`src/rtl/gecko_pkg.sv`:
```
// Shared gecko pipeline types, RV32I load/store funct3 encodings and the
// load align/extend helper used by the memory-return stage.
package gecko_pkg;

  localparam logic [2:0] RV32I_FUNCT3_LS_B  = 3'b000;
  localparam logic [2:0] RV32I_FUNCT3_LS_H  = 3'b001;
  localparam logic [2:0] RV32I_FUNCT3_LS_W  = 3'b010;
  localparam logic [2:0] RV32I_FUNCT3_LS_BU = 3'b100;
  localparam logic [2:0] RV32I_FUNCT3_LS_HU = 3'b101;

  typedef struct packed {
    logic [4:0] addr;
    logic [2:0] op;
    logic [1:0] offset;
    logic [2:0] reg_status;
    logic       jump_flag;
  } gecko_mem_operation_t;

  typedef struct packed {
    logic [31:0] value;
    logic [4:0]  addr;
    logic        speculative;
    logic [2:0]  reg_status;
    logic        jump_flag;
  } gecko_operation_t;

  function automatic logic [31:0] gecko_get_load_result(
    input logic [31:0] data,
    input logic [1:0]  offset,
    input logic [2:0]  op
  );
    logic [7:0]  lane_b;
    logic [15:0] lane_h;
    logic [31:0] result;
    lane_b = data[{offset, 3'b000} +: 8];
    lane_h = data[{offset[1], 4'b0000} +: 16];
    case (op)
      RV32I_FUNCT3_LS_B:  result = {{24{lane_b[7]}}, lane_b};
      RV32I_FUNCT3_LS_BU: result = {24'h0, lane_b};
      RV32I_FUNCT3_LS_H:  result = {{16{lane_h[15]}}, lane_h};
      RV32I_FUNCT3_LS_HU: result = {16'h0, lane_h};
      RV32I_FUNCT3_LS_W:  result = data;
      default:            result = '0;
    endcase
    return result;
  endfunction

  function automatic logic gecko_load_misaligned(
    input logic [1:0] offset,
    input logic [2:0] op
  );
    logic half_op;
    half_op = (op == RV32I_FUNCT3_LS_H) || (op == RV32I_FUNCT3_LS_HU);
    return (half_op && offset[0]) || ((op == RV32I_FUNCT3_LS_W) && (offset != 2'b00));
  endfunction

endpackage

```
`src/rtl/gecko_load_pending_fifo.sv`:
```
// Small in-order queue of load commands awaiting their memory response.
module gecko_load_pending_fifo
  import gecko_pkg::*;
#(
  parameter int unsigned DEPTH = 2
) (
  input  logic                       clk,
  input  logic                       rst,
  input  logic                       push,
  input  gecko_mem_operation_t       push_data,
  input  logic                       pop,
  output gecko_mem_operation_t       head,
  output logic [$clog2(DEPTH+1)-1:0] count,
  output logic                       full,
  output logic                       empty
);

  localparam int unsigned PTR_W = (DEPTH > 1) ? $clog2(DEPTH) : 1;
  localparam int unsigned CNT_W = $clog2(DEPTH + 1);

  gecko_mem_operation_t entries [DEPTH];
  logic [PTR_W-1:0] rd_ptr;
  logic [PTR_W-1:0] wr_ptr;
  logic             push_en;
  logic             pop_en;

  function automatic logic [PTR_W-1:0] ptr_next(input logic [PTR_W-1:0] p);
    return (p == PTR_W'(DEPTH - 1)) ? '0 : p + 1'b1;
  endfunction

  assign full    = (count == CNT_W'(DEPTH));
  assign empty   = (count == '0);
  assign push_en = push && !full;
  assign pop_en  = pop && !empty;
  assign head    = entries[rd_ptr];

  always_ff @(posedge clk) begin
    if (push_en) begin
      entries[wr_ptr] <= push_data;
    end
  end

  always_ff @(posedge clk) begin
    if (rst) begin
      rd_ptr <= '0;
      wr_ptr <= '0;
      count  <= '0;
    end else begin
      if (push_en) begin
        wr_ptr <= ptr_next(wr_ptr);
      end
      if (pop_en) begin
        rd_ptr <= ptr_next(rd_ptr);
      end
      case ({push_en, pop_en})
        2'b10:   count <= count + CNT_W'(1);
        2'b01:   count <= count - CNT_W'(1);
        default: count <= count;
      endcase
    end
  end

endmodule

```
`src/rtl/gecko_load_writeback.sv`:
```
// Memory-return stage: pairs queued load commands with in-order memory data and
// emits aligned, extended results. GECKO_LOAD_MISALIGN_CHECK_EN enables the misaligned-load fault.
module gecko_load_writeback
  import gecko_pkg::*;
#(
  parameter int unsigned DEPTH      = 2,
  parameter int unsigned DATA_WIDTH = 32
) (
  input  logic                  clk,
  input  logic                  rst,

  input  logic                  mem_command_valid,
  output logic                  mem_command_ready,
  input  logic [4:0]            mem_command_addr,
  input  logic [2:0]            mem_command_op,
  input  logic [1:0]            mem_command_offset,
  input  logic [2:0]            mem_command_reg_status,
  input  logic                  mem_command_jump_flag,

  input  logic                  mem_result_valid,
  output logic                  mem_result_ready,
  input  logic [DATA_WIDTH-1:0] mem_result_data,

  output logic                  load_result_valid,
  input  logic                  load_result_ready,
  output logic [31:0]           load_result_value,
  output logic [4:0]            load_result_addr,
  output logic                  load_result_speculative,
  output logic [2:0]            load_result_reg_status,
  output logic                  load_result_jump_flag,

  output logic                  load_fault
);

  gecko_mem_operation_t             cmd_in;
  gecko_mem_operation_t             head;
  logic [$clog2(DEPTH+1)-1:0]       pending_count;
  logic                             full;
  logic                             empty;
  logic                             fire;
  gecko_operation_t                 next_op;
  gecko_operation_t                 out_q;
  logic                             out_valid_q;

  assign cmd_in = '{
    addr:       mem_command_addr,
    op:         mem_command_op,
    offset:     mem_command_offset,
    reg_status: mem_command_reg_status,
    jump_flag:  mem_command_jump_flag
  };

  gecko_load_pending_fifo #(
    .DEPTH(DEPTH)
  ) u_pending (
    .clk       (clk),
    .rst       (rst),
    .push      (mem_command_valid && mem_command_ready),
    .push_data (cmd_in),
    .pop       (fire),
    .head      (head),
    .count     (pending_count),
    .full      (full),
    .empty     (empty)
  );

  assign mem_command_ready = !rst && !full;
  // A response is only taken when a command is waiting and the output slot frees this cycle.
  assign mem_result_ready  = !empty && (!out_valid_q || load_result_ready);
  assign fire              = mem_result_valid && mem_result_ready;

  always_comb begin
    next_op             = '0;
    next_op.value       = gecko_get_load_result(mem_result_data, head.offset, head.op);
    next_op.addr        = head.addr;
    next_op.speculative = 1'b0;
    next_op.reg_status  = head.reg_status;
    next_op.jump_flag   = head.jump_flag;
`ifdef GECKO_LOAD_MISALIGN_CHECK_EN
    if (gecko_load_misaligned(head.offset, head.op)) begin
      next_op.value = '0;
    end
`endif
  end

  always_ff @(posedge clk) begin
    if (rst) begin
      out_valid_q <= 1'b0;
      out_q       <= '0;
    end else if (fire) begin
      out_valid_q <= 1'b1;
      out_q       <= next_op;
    end else if (load_result_ready) begin
      out_valid_q <= 1'b0;
    end
  end

  assign load_result_valid       = out_valid_q;
  assign load_result_value       = out_q.value;
  assign load_result_addr        = out_q.addr;
  assign load_result_speculative = out_q.speculative;
  assign load_result_reg_status  = out_q.reg_status;
  assign load_result_jump_flag   = out_q.jump_flag;

`ifdef GECKO_LOAD_MISALIGN_CHECK_EN
  logic fault_q;

  always_ff @(posedge clk) begin
    if (rst) begin
      fault_q <= 1'b0;
    end else if (fire && gecko_load_misaligned(head.offset, head.op)) begin
      fault_q <= 1'b1;
    end
  end

  assign load_fault = fault_q;
`else
  assign load_fault = 1'b0;
`endif

  // Upstream must never return data for a load that was not queued here.
  orphan_response_chk : assert property (
    @(posedge clk) disable iff (rst) !(mem_result_valid && (pending_count == '0))
  ) else $warning("gecko_load_writeback: memory response with no pending load command");

endmodule
```
`config.mk`:
```
export PLATFORM = sky130hd
export DESIGN_NAME = gecko_load_writeback
export DESIGN_NICKNAME = d
export VERILOG_FILES = /design/src/rtl/gecko_pkg.sv /design/src/rtl/gecko_load_pending_fifo.sv /design/src/rtl/gecko_load_writeback.sv
export SDC_FILE = /design/constraint.sdc
export NUM_CORES = 1
export LEC_CHECK = 0
export BUFFER_PORTS_ARGS = -buffer_cell sky130_fd_sc_hd__buf_2
export CAP_MARGIN = 25
export CORE_UTILIZATION = 40
export DETAILED_ROUTE_END_ITERATION = 10
export PLACE_DENSITY = 0.64
export REMOVE_ABC_BUFFERS = 1
export SLEW_MARGIN = 30
export SYNTH_ARGS = -nofsm -noshare
export SYNTH_HDL_FRONTEND = slang
export SYNTH_SLANG_ARGS = --single-unit
```
`constraint.sdc`:
```
create_clock -name clk -period 3.5 [get_ports clk]
set_input_delay 0.175 -clock clk [delete_from_list [all_inputs] [get_ports clk]]
set_output_delay 0.175 -clock clk [all_outputs]
set_load 0.1 [all_outputs]
```
==> metrics.txt <==
aggregate routed wire length 8.40 mm; first-pass GRT wire length 12.9 mm; Initial Util 41.7%; Peak VDD IR 463 uV; Hold Worst Slack 0.0228 ns; Post-Synthesis Cells 308; leakage power 1.64 nW; # nets final 458; Worst EP arrival 2.64 ns; pin count of the biggest net entering global routing 54; Synth area leaders dfxtp_1, edfxtp_1, a221oi_1, mux2i_1, a221oi_2; port buffer count 94; Iter 0 DRT Violations 168; EDFF count, synth 28; status complete, no violations; RSZ-0062 raised after global routing false; CTS buffer count 9; Area after DPL 0.00398 mm2; Sink Count 75; Power, Total 0.00307 W; core area 0.00826 mm2; design area 0.00428 mm2; area share of the largest cell type after synthesis 27.4%; Worst Setup Start Kind flop; row count 33; antenna cells 0; Area Growth Syn to Fin 24.5%; Worst setup EP type flop; Total Routing Usage GR 19.1%; Filler cells 769; Max FO, Critical Path 23; clock skew 0.00698 ns; fin. max-slew vios 0; gpl congestion 0.736; H-tree Lvls 3; Setup TNS 0 ns; via count 2,851; #FFs+latches synth 75; crit path kind flop to flop; routed len/inst 16.3 um; post-DP HPWL 5.52 mm; worst skew pair latency 0.35 ns; CTS Buffer Depth 2; Seq/Total Area, Yosys 51.8%; DRT antenna net count 0; Tmin final 2.39 ns; ys flop type dfxtp_1; Rel. slew slack 43.5%; commonest non-fill, non-tap cell in the layout buf_2; Synth area leader dfxtp_1; Yosys Warn Count 0; layout cells sized above 1 34.5%; # setup viols final 0; mapped cell area 0.00344 mm2; PD cells 717 mW/mm2; fmax 418 MHz; CTS root buf clkbuf_8; Final Hold Vio Count 0; Die ar. 0.00897 mm2; number of distinct library cells after synthesis 42; number of max-cap violations 0; Ports 97; worst-margin pin slew 0.844 ns; DRT Pass-1 Iters 7; share of async-settable or async-resettable flops after synthesis 0%; most frequent cells in the layout buf_2, dfxtp_1, nand2_1; Worst-path clk slew 0.08 ns; CTS tree built; vias in the first global route 2,559; final worst-path cycle share 68.3%; die height 94.7 um; CP required 3.75 ns; DRC viols 0; Hold Crit Class input pin to flop; initial antenna violation count 0; vias per cell 5.53; Die W 94.7 um; Util after Layout 51.8%; Congestion Overflow GR 0; syn avg cell area 11.2 um2
==> worst paths after layout <==
path	startpoint	cells past startpoint	to	slack, ns
min reg2reg	load_result_value[6]$_SDFFE_PP0P_	2	load_result_value[6]$_SDFFE_PP0P_	0.45
min	mem_command_addr[0]	1	u_pending.entries[0][9]$_DFFE_PP_	0.02
max	flop	7	load_result_value[11]$_SDFFE_PP0P_	1.11
max reg2reg	flop	7	load_result_value[11]$_SDFFE_PP0P_	1.11
==> critical path, cell delays in order (launching register included) <==
cell	delay [ns]
dfxtp_1	0.40
buf_4	0.31
nand2_1	0.14
o32ai_2	0.22
buf_4	0.32
or2_0	0.43
a222oi_1	0.16
a221oi_1	0.29
==> state kept, by name (all words and copies together) (netlist names), named ones only <==
register / cells
load_result_addr: 5
load_result_jump_flag: 1
u_pending.entries: 28
u_pending.count: 2
load_result_valid: 1
load_result_reg_status: 3
u_pending.rd_ptr: 1
u_pending.wr_ptr: 1
load_result_value: 32
==> through the flow <==
step | std cells | worst slack, ns
detailed placement | 490 | 1.13
global route | 516 | 0.928
CTS | 514 | 1.11
floorplan | 283 | -2.26
global placement | 490 | 1.23
finish | 516 | 1.11
==> final cells by class <==
class / instances / area (um2) / area share, %
clock inverter: 7 / 82.6 / 1.93
timing repair buffer: 112 / 631 / 14.7
inverter: 5 / 18.8 / 0.438
clock buffer: 9 / 124 / 2.89
tap: 105 / 131 / 3.07
multi-input combinational: 203 / 1510 / 35.3
sequential: 75 / 1780 / 41.6
==> synthesized netlist by cell type, types with 2 or more instances <==
master     number
nor2_1         30
o21bai_1        5
o22ai_1         2
nor2b_1         2
a21oi_1         7
buf_2          10
buf_4           3
a221oi_2       15
nand2b_1        3
xor2_1          2
a222oi_1        7
xnor2_1         2
or2_2           2
o21ai_0         6
buf_6           2
nand2_1        36
edfxtp_1       28
dfxtp_1        47
inv_1           4
o2bb2ai_1       3
mux2i_1        23
clkbuf_1       10
a211oi_1        9
a221oi_1       32
==> repair_timing <==
action / in CTS / in global routing
resized for setup: 0 / 0
endpoints found under the hold margin: 16 / 4
hold buffers: 8 / 2
buffers inserted: 0 / 0
==> per-layer routing <==
metal	routed length (um)	vias to the layer above	track usage (%)
li1	-	1390	-
met1	3630	1324	24.6
met2	3970	126	30.8
met3	692	11	5.56
met4	103	0	6.31
met5	0	-	0
==> cells by family after synthesis <==
family	share of synthesized area [%]
compound gates	24.6
simple gates	9.93
flops	51.8
buf+inv	4.51
mux	7.68
xor+xnor	1.02
fa+ha+maj	0.364
other cells	0.109
==> report_power, final <==
| part | total [W] | internal [W] | switching [W] |
|---|---|---|---|
| sequential | 0.00107 | 0.00101 | 0.0000648 |
| clock | 0.000682 | 0.000341 | 0.000341 |
| combinational | 0.00131 | 0.000325 | 0.000989 |
No activity file was read; power rests on OpenSTA's default activity.
